File: config.mk
export PLATFORM = sky130hd
export DESIGN_NAME = inv_char_seq
export DESIGN_NICKNAME = d
export VERILOG_FILES = /design/src/rtl/inv_char_seq.sv
export SDC_FILE = /design/constraint.sdc
export NUM_CORES = 1
export LEC_CHECK = 0
export CORE_UTILIZATION = 64
export DETAILED_ROUTE_END_ITERATION = 7
export DONT_BUFFER_PORTS = 1
export GPL_TIMING_DRIVEN = 0
export PLACE_DENSITY_LB_ADDON = 0.15
export SYNTH_ARGS = -nofsm -noshare
export SYNTH_HDL_FRONTEND = slang
export SYNTH_SLANG_ARGS = --single-unit
File: constraint.sdc
create_clock -name wb_clk_i -period 2.64 [get_ports wb_clk_i]
set_input_delay 0.396 -clock wb_clk_i [delete_from_list [all_inputs] [get_ports wb_clk_i]]
set_output_delay 0.396 -clock wb_clk_i [all_outputs]
set_load 0.01 [all_outputs]
File: src/rtl/inv_char_seq.sv
// rtl/inv_char_seq.sv - Wishbone-run stimulus/capture sequencer for the analog inverter.
// Drives VIN through stim_o, samples synchronized VOUT and counts mismatches against ~VIN.
module inv_char_seq #(
   parameter logic [31:0] BASE_ADDR   = 32'h3000_0000,
   parameter int          SYNC_STAGES = 2,
   parameter logic [15:0] LFSR_SEED   = 16'hACE1
) (
   input  logic        wb_clk_i,
   input  logic        wb_rst_n,
   input  logic        wbs_stb_i,
   input  logic        wbs_cyc_i,
   input  logic        wbs_we_i,
   input  logic [3:0]  wbs_sel_i,
   input  logic [31:0] wbs_dat_i,
   input  logic [31:0] wbs_adr_i,
   output logic        wbs_ack_o,
   output logic [31:0] wbs_dat_o,
   output logic        stim_o,
   input  logic        resp_i,
   output logic        irq_o
);
   typedef enum logic [2:0] {S_IDLE, S_DRIVE, S_SETTLE, S_SAMPLE, S_FINISH} state_t;

   state_t                 state_q, state_d;
   logic                   ack_q, ack_d;
   logic [31:0]            dat_q, dat_d;
   logic                   start_q, start_d, abort_q, abort_d;
   logic                   mode_q, mode_d;
   logic [15:0]            nsamp_q, nsamp_d;
   logic [7:0]             settle_q, settle_d;
   logic                   busy_q, busy_d, done_q, done_d;
   logic [15:0]            err_q, err_d, samp_q, samp_d, lfsr_q, lfsr_d;
   logic [8:0]             cnt_q, cnt_d;
   logic                   stim_q, stim_d, irq_q, irq_d;
   logic [SYNC_STAGES-1:0] sync_q;

   logic        req, wr;
   logic [2:0]  idx;
   logic        resp_s;
   logic [31:0] rdata;
   logic        unused_ok;

   assign req       = wbs_stb_i & wbs_cyc_i & (wbs_adr_i[31:8] == BASE_ADDR[31:8]) & ~ack_q;
   assign wr        = req & wbs_we_i;
   assign idx       = wbs_adr_i[4:2];
   assign resp_s    = sync_q[SYNC_STAGES-1];
   assign unused_ok = ^{wbs_adr_i[7:5], wbs_adr_i[1:0], wbs_sel_i[3:2], wbs_dat_i[31:16]};

   assign wbs_ack_o = ack_q;
   assign wbs_dat_o = dat_q;
   assign stim_o    = stim_q;
   assign irq_o     = irq_q;

   always_comb begin
      rdata = '0;
      case (idx)
         3'd0:    rdata = {30'd0, mode_q, 1'b0};
         3'd1:    rdata = {16'd0, nsamp_q};
         3'd2:    rdata = {24'd0, settle_q};
         3'd3:    rdata = {29'd0, done_q && (err_q == 16'd0), done_q, busy_q};
         3'd4:    rdata = {16'd0, err_q};
         3'd5:    rdata = {16'd0, samp_q};
         default: rdata = '0;
      endcase
   end

   // Bus side: one-cycle ack, lane-masked writes, START/ABORT as one-cycle pulses.
   always_comb begin
      ack_d    = req;
      dat_d    = (req && !wbs_we_i) ? rdata : 32'd0;
      start_d  = 1'b0;
      abort_d  = 1'b0;
      mode_d   = mode_q;
      nsamp_d  = nsamp_q;
      settle_d = settle_q;
      if (wr) begin
         if (idx == 3'd0 && wbs_sel_i[0]) begin
            mode_d  = wbs_dat_i[1];
            abort_d = wbs_dat_i[2];
            start_d = wbs_dat_i[0] & ~wbs_dat_i[2];
         end
         if (idx == 3'd1 && !busy_q) begin
            if (wbs_sel_i[0]) nsamp_d[7:0]  = wbs_dat_i[7:0];
            if (wbs_sel_i[1]) nsamp_d[15:8] = wbs_dat_i[15:8];
         end
         if (idx == 3'd2 && !busy_q && wbs_sel_i[0]) settle_d = wbs_dat_i[7:0];
      end
   end

   always_comb begin
      state_d = state_q;
      busy_d  = busy_q;
      done_d  = done_q;
      err_d   = err_q;
      samp_d  = samp_q;
      lfsr_d  = lfsr_q;
      cnt_d   = cnt_q;
      stim_d  = stim_q;
      irq_d   = 1'b0;
      if (abort_q) begin
         state_d = S_IDLE;
         busy_d  = 1'b0;
         done_d  = 1'b0;
         stim_d  = 1'b0;
      end else begin
         case (state_q)
            S_IDLE: if (start_q) begin
               err_d   = '0;
               samp_d  = '0;
               done_d  = 1'b0;
               lfsr_d  = LFSR_SEED;
               stim_d  = 1'b0;
               busy_d  = 1'b1;
               state_d = (nsamp_q == 16'd0) ? S_FINISH : S_DRIVE;
            end
            S_DRIVE: begin
               if (mode_q) begin
                  lfsr_d = {lfsr_q[0] ^ lfsr_q[2] ^ lfsr_q[3] ^ lfsr_q[5], lfsr_q[15:1]};
                  stim_d = lfsr_d[0];
               end else begin
                  stim_d = ~stim_q;
               end
               cnt_d   = {1'b0, settle_q} + 9'(SYNC_STAGES - 1);
               state_d = S_SETTLE;
            end
            S_SETTLE: begin
               if (cnt_q == 9'd0) state_d = S_SAMPLE;
               else               cnt_d   = cnt_q - 9'd1;
            end
            S_SAMPLE: begin
               if (resp_s == stim_q && err_q != 16'hFFFF) err_d = err_q + 16'd1;
               samp_d  = samp_q + 16'd1;
               state_d = (samp_d == nsamp_q) ? S_FINISH : S_DRIVE;
            end
            S_FINISH: begin
               busy_d  = 1'b0;
               done_d  = 1'b1;
               irq_d   = 1'b1;
               stim_d  = 1'b0;
               state_d = S_IDLE;
            end
            default: state_d = S_IDLE;
         endcase
      end
   end

   always_ff @(posedge wb_clk_i or negedge wb_rst_n) begin
      if (!wb_rst_n) begin
         state_q  <= S_IDLE;
         ack_q    <= 1'b0;
         dat_q    <= '0;
         start_q  <= 1'b0;
         abort_q  <= 1'b0;
         mode_q   <= 1'b0;
         nsamp_q  <= '0;
         settle_q <= '0;
         busy_q   <= 1'b0;
         done_q   <= 1'b0;
         err_q    <= '0;
         samp_q   <= '0;
         lfsr_q   <= '0;
         cnt_q    <= '0;
         stim_q   <= 1'b0;
         irq_q    <= 1'b0;
         sync_q   <= '0;
      end else begin
         state_q  <= state_d;
         ack_q    <= ack_d;
         dat_q    <= dat_d;
         start_q  <= start_d;
         abort_q  <= abort_d;
         mode_q   <= mode_d;
         nsamp_q  <= nsamp_d;
         settle_q <= settle_d;
         busy_q   <= busy_d;
         done_q   <= done_d;
         err_q    <= err_d;
         samp_q   <= samp_d;
         lfsr_q   <= lfsr_d;
         cnt_q    <= cnt_d;
         stim_q   <= stim_d;
         irq_q    <= irq_d;
         sync_q   <= {sync_q[SYNC_STAGES-2:0], resp_i};
      end
   end
endmodule
== Yosys cells after proc, flatten, opt, wreduce, memory -nomap -nowiden ==
Index checks and enable logic that the tools add are counted.
Storage, ports and cells
  register bits after elaboration: 126
  output and inout bits: 35
  bits in latches: 0
  memory bits (read-only): 0
  bits of input ports: 74
  logic and storage cells: 115
  memories kept: 0
  bits in writable memories: 0
Cells by class
  $mul: 0
  add/sub/neg operators: 4
  bitwise operators: 12
  reductions and logical operators: 30
  magnitude comparators: 0
  shift-type cells: 0
  multiplexer cells: 32
  div/mod/pow operators: 0
  equal/unequal tests: 19
Operators with widths (number)
  16-bit case mux with 2 select lines: 3
  16-bit case mux with 6 select lines: 1
  16-bit two-way mux: 4
  16-bit by 1-bit adder with 16-bit output (second input constant): 2
  16-bit zero test: 2
  32-bit two-way mux: 1
  24-bit by 22-bit == test with 1-bit output (second input constant): 1
  9-bit case mux with 2 select lines: 1
  16-bit == test: 1
  16-bit != test (second input constant): 1
  3-bit two-way mux: 5
  3-bit by 2-bit == test with 1-bit output (second input constant): 4
  1-bit two-way mux: 12
  3-bit case mux with 4 select lines: 1
  3-bit AND reduction: 4
  2-bit AND reduction: 5
  8-bit by 1-bit adder with 9-bit output (second input constant): 1
  3-bit == test (second input constant): 3
  9-bit zero test: 1
  9-bit two-way mux: 1
  9-bit by 1-bit subtractor with 9-bit output (second input constant): 1
  2-bit != test (second input constant): 4
  4-bit AND reduction: 2
  1-bit logical AND: 7
  other kinds (13): 29

== Longest topological paths before layout ==
Gate-level depths: netlist of run 1.
  word-level depth: 5
  depth in mapped cells: 9
  gate-level depth less buffers: 8

== Worst setup path after synthesis of run 1 ==
Ideal clock, no wire load.
  kind: input-to-reg
  start point: input wbs_adr_i[16]
  end point: register settle_q[0]
  arrival time: 2.011 ns
  setup slack: 0.504 ns
  cell stages on the path: 7
  required time: 2.515 ns
  path buffers: 1
  path through: nor4_1 nand4_1 nor4_4 nand3_1 or3_1 buf_6 mux2_4
On the way
  longest elaborated chain between the ends: 5
Ends and longest elaborated chain
  start: declaration: line 15  | input logic [31:0] wbs_adr_i,
  24-bit by 22-bit == test with 1-bit output: line 43  | assign req = wbs_stb_i & wbs_cyc_i & (wbs_adr_i[31:8] == BASE_ADDR[31:8]) & ~ack_q;
  1-bit AND (2 in a row): line 43
  via ack_d: line 25  | logic ack_q, ack_d;
  1-bit AND: line 44  | assign wr = req & wbs_we_i;
  2-bit AND reduction (no line)
  end signal: assignment: line 174  | settle_q <= settle_d;
  end: declaration: line 30  | logic [7:0] settle_q, settle_d;
The timed path passes the listed nets, and every way through them passes these cells.
A chain may end at the register's enable or synchronous reset.

== Worst setup path after layout of run 1 ==
  start point: register samp_q[0]
  end point: register state_q[0]
On the way
  longest elaborated chain between the ends: 5
Ends and longest elaborated chain
  start: declaration: line 32  | logic [15:0] err_q, err_d, samp_q, samp_d, lfsr_q, lfsr_d;
  start signal: assignment: line 178  | samp_q <= samp_d;
  16-bit by 1-bit adder with 16-bit output: line 132  | samp_d = samp_q + 16'd1;
  16-bit == test: line 133  | state_d = (samp_d == nsamp_q) ? S_FINISH : S_DRIVE;
  3-bit two-way mux: line 133
  3-bit case mux with 4 select lines: line 106  | case (state_q)
  3-bit two-way mux: line 100  | if (abort_q) begin
  end signal: assignment: line 167  | state_q <= state_d;
  end: declaration: line 24  | state_t state_q, state_d;
Every way passes these cells.

==> qor.txt, run 1 <==
Vias: 5064
Fin worst setup slack: 0.134 ns
Met2 Usage GRT: 0.506
Critical Path Stages: 7
First-pass GRT wire length: 24.7 mm
Htree depth: 3
Reg area: 2750 µm²
Die ar.: 9980 µm²
Worst r2r src: samp_q[0]$_DFFE_PN0P_
Commonest non-fill, non-tap cell in the layout: dfrtp_1
Core area: 9280 µm²
Filler instances: 740
Most common flop cell mapped by yosys: dfrtp_1
FF+latch count, synth: 110
GRT busiest layer: met2
Register area share after synthesis: 0.449
DRT iter0 DRCs: 497
IO Port Bufs: 0
Fin nets: 746
Max incr delay on CP: 0.51 ns
Crit path max fanout: 8
Placement Setup Slack: -0.0705 ns
Synth Warn #: 0
Syn Area/Cell: 9.56 µm²
CP Cell Sequence: ha_1 > nand3_4 > xnor2_1 > or3_1 > a221oi_1 > nand4_1 > o2bb2ai_1
Root buf cell: clkbuf_8
I/O pin count: 109
Final Max Slew Viols: 0
Pwr per Cell Area: 414 nW/µm²
Slowest library cell on the worst path: dfrtp_1
Maximum clock frequency: 0.399 GHz
Layout Skew: 0.0309 ns
Die height: 99.9 µm
Final Hold Fails: 110
RSZ-0062 raised after global routing: no
WS Path Type: flop to flop
Clock-pin slew on the worst setup and hold paths: 0.12 ns
Ant diodes: 0
R2r endpoint: state_q[0]$_DFFE_PN0P_
WP buf/inv: 0
Lkg Pwr: 2.98 nW
R2R depth: 7
Initial Utilization: 0.661
Antenna Nets Post-Route: 0
Met1 usage: 0.433
Worst skew pair latency: 0.40 ns
R2R setup slack: 0.13 ns
Post-route DRC: 0
All-Layer GR Usage: 0.321
Hpwl dp: 10.8 mm
Cell Area, Synth: 6130 µm²
Vias in the first global route: 4846
Max VDD drop: 425 µV
Most frequent cells in the layout: dfrtp_1, nand2_1, nor2_1, o21ai_0, xnor2_1
Cell Rows: 35
Worst slew margin: 0.179
WHS: -0.327 ns
Largest net degree at the start of global routing: 111
Yosys cell types: 66
M3 GR Usage: 0.0933
Number of synthesized flops with an enable pin: 0
Max Cap Violations: 0
Final GP Congestion: 1.00
Top Family by Delay on Critical Path: simple AND/OR/NAND/NOR gates
Placed Area: 6350 µm²
Nature of the critical path endpoint: flop
Synth async-reset ratio: 1.00
Final WL: 14.9 mm
Via/cell ratio: 6.32
# Post-CTS Setup Buffers: 0
Synthesis-to-finish area growth: 7.14%
Overall overflow remaining after global route: 0
Worst endpoint required time: 2.91 ns
CTS Buffer Depth: 2
CTS tree: done
Period Utilization, post-route: 0.949
Avg WL per Cell: 18.7 µm
CTS buffer count: 9
Initial antenna violation count: 0
Final min period: 2.51 ns
Layout cells sized above 1: 0.138
1st-pass router iterations: 5
Failing checks: hold timing
Syn Inst Count: 642
Clock sinks: 110
Finished Cell Area: 6570 µm²
CP Data Arrival Time: 2.77 ns
Die Span X: 99.9 µm
Footprint of the multi-input gates: 3170 µm²
Worst-Margin Slew: 1.22 ns
Hold/Removal Path Class: input pin to async pin
Outcome: finished, violations left
Setup crit start kind: flop
Final setup fails: 0
metal layers:
metal	up-vias	share of wire
met1	2435	0.42
li1	2341	-
met3	32	0.088
met5	-	0
met4	0	0.019
met2	256	0.47
state kept, by name, summed over array words and instances, names as in the netlist:
register	count
samp_q	16
stim_o	1
irq_o	1
wbs_ack_o	1
cnt_q	9
lfsr_q	16
err_q	16
busy_q	1
start_q	1
abort_q	1
nsamp_q	16
wbs_dat_o	16
settle_q	8
state_q	3
mode_q	1
done_q	1
sync_q	2
repair_timing:
item | in CTS | in global routing
endpoints found under the setup margin | 2 | 2
hold endpoints to repair | 110 | 110
gates resized for setup | 2 | 4
metrics by stage:
| step | utilization | hold WS [ns] | power [mW] | instances | TNS [ns] |
|---|---|---|---|---|---|
| after detailed placement | 0.684 | 0.103 | 1.79 | 786 | -0.0980 |
| after floorplan | - | 0.100 | 1.78 | 657 | 0 |
| final | 0.708 | -0.327 | 2.72 | 801 | 0 |
| after CTS | 0.705 | -0.323 | 2.74 | 802 | 0 |
| after global placement | 0.684 | 0.103 | 1.79 | 786 | 0 |
| after global routing | 0.708 | -0.330 | 2.81 | 801 | 0 |
Yosys cell counts (9+ instances only):
| cell | instances | share of area |
|---|---|---|
| xnor2_1 | 29 | 0.041 |
| mux2_2 | 27 | 0.050 |
| dfrtp_1 | 110 | 0.45 |
| nor4_1 | 14 | 0.014 |
| o21ai_0 | 42 | 0.034 |
| clkbuf_1 | 23 | 0.014 |
| a31oi_1 | 9 | 0.0092 |
| a21oi_1 | 27 | 0.022 |
| nor3_1 | 12 | 0.0098 |
| inv_1 | 11 | 0.0067 |
| buf_4 | 16 | 0.020 |
| nand2_1 | 64 | 0.039 |
| a22oi_1 | 16 | 0.020 |
| buf_2 | 9 | 0.0073 |
| nand4_1 | 15 | 0.015 |
| nor2_1 | 54 | 0.033 |
| nand3_1 | 28 | 0.023 |
| xor2_1 | 14 | 0.020 |
worst reg2reg max path, stage by stage, from the launching register on:
cell       delay, ns
dfrtp_1         0.51
ha_1            0.35
nand3_4         0.21
xnor2_1         0.19
or3_1           0.31
a221oi_1        0.38
nand4_1         0.23
o2bb2ai_1       0.19
kinds of logic (layout without fill, tap and decap cells):
| kind of cell | count (synthesis) | count (layout) | synth area share |
|---|---|---|---|
| AO/OA/AOI/OAI | 137 | 137 | 0.144 |
| multiplexers | 42 | 42 | 0.0808 |
| buffers and inverters | 63 | 78 | 0.0514 |
| XOR/XNOR | 43 | 43 | 0.0614 |
| other | 1 | 16 | 0.000611 |
| adder cells (fa/ha/maj) | 5 | 5 | 0.0102 |
| flip-flops | 110 | 110 | 0.449 |
| AND/OR/NAND/NOR | 241 | 241 | 0.203 |
layout make-up:
type                    instances  share of cell area
flip-flops and latches        110               0.419
well taps                     129              0.0246
inverters                      11             0.00628
multi-input cells             484               0.482
plain buffers                  51              0.0411
clock buffers                  10              0.0209
clock inverters                 6             0.00666
how the worst max path moves through the flow:
stage                           from  slack (ns)                      end
2_1_floorplan          wbs_adr_i[16]        0.50  settle_q[0]$_DFFE_PN0P_
3_3_place_gp   samp_q[0]$_DFFE_PN0P_        0.03   state_q[0]$_DFFE_PN0P_
3_5_place_dp   samp_q[0]$_DFFE_PN0P_       -0.07   state_q[0]$_DFFE_PN0P_
4_1_cts        samp_q[0]$_DFFE_PN0P_        0.03   state_q[0]$_DFFE_PN0P_
5_1_grt         cnt_q[0]$_DFFE_PN0P_       0.009     cnt_q[4]$_DFFE_PN0P_
6_report       samp_q[0]$_DFFE_PN0P_        0.13   state_q[0]$_DFFE_PN0P_
power by group:
part / switching (mW) / internal, mW / total [mW] / leakage (nW)
logic: 0.0442 / 0.0302 / 0.0744 / 1.36
registers: 0.000915 / 1.69 / 1.69 / 1.53
clock network: 0.589 / 0.375 / 0.963 / 0.0930
Note: power is estimated with default switching activity, not from simulation.
==> run 2: changes to the inputs <==
- TNS_END_PERCENT: default -> 5
- clock period: 2.64 -> 2.75 ns (I/O delays scaled with it)
==> qor.txt, run 2 (synthesized netlist as in run 1, its figures left out) <==
Final Max Slew Viols: 0
Final Hold Fails: 110
1st-pass router iterations: 5
Initial antenna violation count: 0
Slowest library cell on the worst path: dfrtp_1
Max incr delay on CP: 0.51 ns
Final setup fails: 0
Ant diodes: 0
Final min period: 2.54 ns
Worst-Margin Slew: 1.26 ns
Antenna Nets Post-Route: 0
CTS Buffer Depth: 2
Via/cell ratio: 6.34
Setup_tns: 0 ns
Overall overflow remaining after global route: 0
Placed Area: 6350 µm²
# Post-CTS Setup Buffers: 0
Nature of the critical path endpoint: flop
Die ar.: 9980 µm²
Most frequent cells in the layout: dfrtp_1, nand2_1, nor2_1, o21ai_0, xnor2_1
DRT iter0 DRCs: 397
Outcome: finished, violations left
RSZ-0062 raised after global routing: no
R2R setup slack: 0.21 ns
Pwr per Cell Area: 398 nW/µm²
Avg WL per Cell: 18.6 µm
Vias: 5083
Portion of total power attributed to the clock network: 0.353
Switching share of power: 0.232
CP startpoint: samp_q[0]$_DFFE_PN0P_
Filler instances: 745
Largest net degree at the start of global routing: 111
IO Port Bufs: 0
CP Data Arrival Time: 2.80 ns
Post-route DRC: 0
Hold/Removal Path Class: input pin to async pin
I/O pin count: 109
Root buf cell: clkbuf_8
Failing checks: hold timing
Synthesis-to-finish area growth: 6.93%
Worst slew margin: 0.151
Die height: 99.9 µm
Combinational share of power: 0.027
Worst endpoint required time: 3.02 ns
CTS buffer count: 9
CTS tree: done
Layout Skew: 0.0268 ns
All-Layer GR Usage: 0.320
Worst skew pair latency: 0.39 ns
Vias in the first global route: 4850
NetSw: 0.607 mW
CP Cell Sequence: ha_1 > nand3_2 > nor4_2 > xnor2_1 > a221oi_1 > nand4_1 > o2bb2ai_1
Clock-pin slew on the worst setup and hold paths: 0.12 ns
Die Span X: 99.9 µm
Clock sinks: 110
Worst r2r src: samp_q[0]$_DFFE_PN0P_
Core area: 9280 µm²
R2r endpoint: state_q[0]$_DFFE_PN0P_
Commonest non-fill, non-tap cell in the layout: dfrtp_1
Finished Cell Area: 6560 µm²
Cell Rows: 35
WS Path Type: flop to flop
Layout cells sized above 1: 0.138
Fin nets: 747
R2R depth: 7
Maximum clock frequency: 0.394 GHz
Lkg Pwr: 2.97 nW
Crit path max fanout: 8
Max VDD drop: 407 µV
Reg power frac: 0.619
Period Utilization, post-route: 0.922
Final GP Congestion: 1.00
Internal power: 2.01 mW
Max Cap Violations: 0
Htree depth: 3
Hpwl dp: 10.8 mm
First-pass GRT wire length: 24.7 mm
Initial Utilization: 0.661
Final WL: 14.9 mm
WHS: -0.307 ns
Worst setup path endpoint: state_q[0]$_DFFE_PN0P_
Setup crit start kind: flop
[run 2: cell count changes in the layout (fill, tap and decap cells not counted)]
cell,before,now
nand3_2,0,1
nor4_2,1,2
clkbuf_1,22,23
nand3_4,1,0
nor4_4,3,2
[run 2: layer usage]
metal	track usage	wire length, µm
met1	0.430	6190
met5	0	0
met3	0.0940	1440
met2	0.506	7040
met4	0.0962	264
[run 2: final cells by class]
type / count / area [µm²] / area share
Multi-Input combinational cell: 484 / 3150 / 0.480
Sequential cell: 110 / 2750 / 0.420
Buffer: 52 / 274 / 0.0418
Tap cell: 129 / 161 / 0.0246
Clock buffer: 10 / 138 / 0.0210
Clock inverter: 6 / 43.8 / 0.00668
Inverter: 11 / 41.3 / 0.00629
[run 2: worst min-delay path by stage]
| stage | startpoint | endpoint | cells after the start |
|---|---|---|---|
| finish | wb_rst_n | wbs_dat_o[13]$_DFF_PN0_ | 0 |
| global route | wb_rst_n | wbs_dat_o[13]$_DFF_PN0_ | 0 |
| CTS | wb_rst_n | nsamp_q[13]$_DFFE_PN0P_ | 0 |
| detailed placement | wb_rst_n | nsamp_q[11]$_DFFE_PN0P_ | 0 |
| global placement | wb_rst_n | nsamp_q[11]$_DFFE_PN0P_ | 0 |
| floorplan | wb_rst_n | abort_q$_DFF_PN0_ | 0 |
[run 2: through the flow]
stage | util | cells | setup WS, ns | power [mW] | hold WS (ns)
after global routing | 0.707 | 802 | 0.0532 | 2.69 | -0.313
final | 0.707 | 802 | 0.214 | 2.61 | -0.307
after global placement | 0.684 | 786 | 0.136 | 1.72 | 0.119
after floorplan | - | 657 | 0.597 | 1.71 | 0.117
after detailed placement | 0.684 | 786 | 0.0395 | 1.72 | 0.119
after CTS | 0.704 | 802 | 0.0233 | 2.63 | -0.307
[run 2: worst max-delay path: cells and delay by family, from the launching register on]
family,cells,cell delay [ns]
AO/OA/AOI/OAI,2,0.47
XOR/XNOR,1,0.14
adder cells (fa/ha/maj),1,0.32
flip-flops,1,0.51
AND/OR/NAND/NOR,3,0.98
[run 2: timing repair]
action / in CTS / in global routing
endpoints found under the hold margin: 110 / 110
gates resized for setup: 0 / 4
endpoints found under the setup margin: 0 / 2
[run 2: power by group through the flow]
stage	registers, mW	logic [mW]	clock network, mW
final	1.62	0.0710	0.924
after detailed placement	1.65	0.0684	0
after global placement	1.65	0.0671	0
after CTS	1.62	0.0687	0.945
after global routing	1.62	0.0773	0.997
after floorplan	1.65	0.0586	0
==> run 3: changes to the inputs <==
- CORE_UTILIZATION: 64 -> 41
==> qor.txt, run 3 (synthesized netlist as in run 1, its figures left out) <==
IO Port Bufs: 0
1st-pass router iterations: 5
Finished Cell Area: 6760 µm²
Via/cell ratio: 5.71
Placed Area: 6420 µm²
Final Max Slew Viols: 0
Final min period: 2.60 ns
First-pass GRT wire length: 25.0 mm
Max VDD drop: 263 µV
CP Cell Sequence: ha_1 > nand3_1 > nor4_2 > xnor2_1 > a221oi_1 > nand4_1 > o2bb2ai_1
Final WL: 15.4 mm
Max incr delay on CP: 0.53 ns
Die height: 124 µm
Failing checks: hold timing
Final setup fails: 0
Layout Skew: 0.00622 ns
Commonest non-fill, non-tap cell in the layout: dfrtp_1
CTS Buffer Depth: 2
Clock-pin slew on the worst setup and hold paths: 0.07 ns
Vias: 4893
Fin worst setup slack: 0.153 ns
Pwr per Cell Area: 459 nW/µm²
All-Layer GR Usage: 0.206
Die ar.: 15500 µm²
Max Cap Violations: 0
Outcome: finished, violations left
CP Data Arrival Time: 2.83 ns
Final Util: 0.463
Routed wl met3: 689 µm
Root buf cell: clkbuf_16
Avg WL per Cell: 17.9 µm
Period Utilization, post-route: 0.944
Crit path max fanout: 8
CTS buffer count: 9
Most frequent cells in the layout: dfrtp_1, nand2_1, nor2_1, o21ai_0, xnor2_1
Htree depth: 3
Worst-Margin Slew: 1.20 ns
Final GP Congestion: 0.850
Clock sinks: 110
Worst skew pair latency: 0.36 ns
Layout cells sized above 1: 0.135
Slowest library cell on the worst path: dfrtp_1
DR top layer: met5
Synthesis-to-finish area growth: 10.2%
Final Hold Fails: 110
Maximum clock frequency: 0.385 GHz
Post-route DRC: 0
Vias in the first global route: 4816
Hold/Removal Path Class: input pin to async pin
WHS: -0.249 ns
DRT iter0 DRCs: 468
Nature of the critical path endpoint: flop
Hpwl dp: 11.2 mm
Metal-1 WL: 6.95 mm
Placement Setup Slack: 0.0785 ns
Cell Rows: 44
Initial Utilization: 0.420
Antenna Nets Post-Route: 0
Worst endpoint required time: 2.98 ns
Core area: 14600 µm²
Ant diodes: 0
Fin nets: 747
Setup crit start kind: flop
Top Family by Delay on Critical Path: simple AND/OR/NAND/NOR gates
Lkg Pwr: 3.02 nW
Initial antenna violation count: 1
Met2 wire len: 7.32 mm
Die Span X: 124 µm
I/O pin count: 109
Worst slew margin: 0.197
CTS tree: done
Overall overflow remaining after global route: 0
RSZ-0062 raised after global routing: no
Setup_tns: 0 ns
WS Path Type: flop to flop
Largest net degree at the start of global routing: 111
WP buf/inv: 0
==> run 3: stage by stage <==
stage / std cells / power, mW
floorplan: 657 / 1.71
global placement: 841 / 1.72
detailed placement: 841 / 1.72
CTS: 857 / 3.14
global route: 857 / 3.21
finish: 857 / 3.10
==> run 3: path summary, 6_finish.rpt <==
kind / start / end / slack, ns / cells past startpoint
worst max-delay path: samp_q[0]$_DFFE_PN0P_ / state_q[0]$_DFFE_PN0P_ / 0.15 / 7
max in group asynchronous: wb_rst_n / settle_q[3]$_DFFE_PN0P_ / 2.84 / 0
worst min-delay path: wb_rst_n / wbs_ack_o$_DFF_PN0_ / -0.25 / 0
worst min register to register: sync_q[0]$_DFF_PN0_ / sync_q[1]$_DFF_PN0_ / 0.36 / 0
worst max register to register: samp_q[0]$_DFFE_PN0P_ / state_q[0]$_DFFE_PN0P_ / 0.15 / 7
min in group wb_clk_i: resp_i / sync_q[0]$_DFF_PN0_ / 0.08 / 0
==> run 3: worst reg2reg max path: stages, from the launching register on <==
cell and delay, ns:
dfrtp_1 0.53, ha_1 0.31, nand3_1 0.32, nor4_2 0.53, xnor2_1 0.13, a221oi_1 0.26
nand4_1 0.21, o2bb2ai_1 0.18
==> run 3: routing by layer <==
layer / global-route usage / vias to the layer above
met5: 0 / -
met1: 0.271 / 2401
met3: 0.0425 / 26
met4: 0.0843 / 2
met2: 0.330 / 126
li1: - / 2338
==> run 3: layout make-up <==
type | instances | area, µm²
Clock inverter | 5 | 81.3
Sequential cell | 110 | 2750
Tap cell | 184 | 230
Clock buffer | 11 | 243
Buffer | 52 | 274
Inverter | 11 | 41.3
Fill cell | 1397 | 7830
Multi-Input combinational cell | 484 | 3140
==> run 3: repair_timing <==
item / in CTS / in global routing
endpoints found under the hold margin: 110 / 110
endpoints found under the setup margin: 0 / 2
gates resized for setup: 0 / 2
setup buffers: 0 / 0
==> run 3: report_power, final <==
part	total, mW	leakage, nW	internal, mW	switching, mW
logic	0.0673	1.33	0.0289	0.0384
registers	1.62	1.53	1.62	0.000783
clock network	1.42	0.156	0.825	0.591
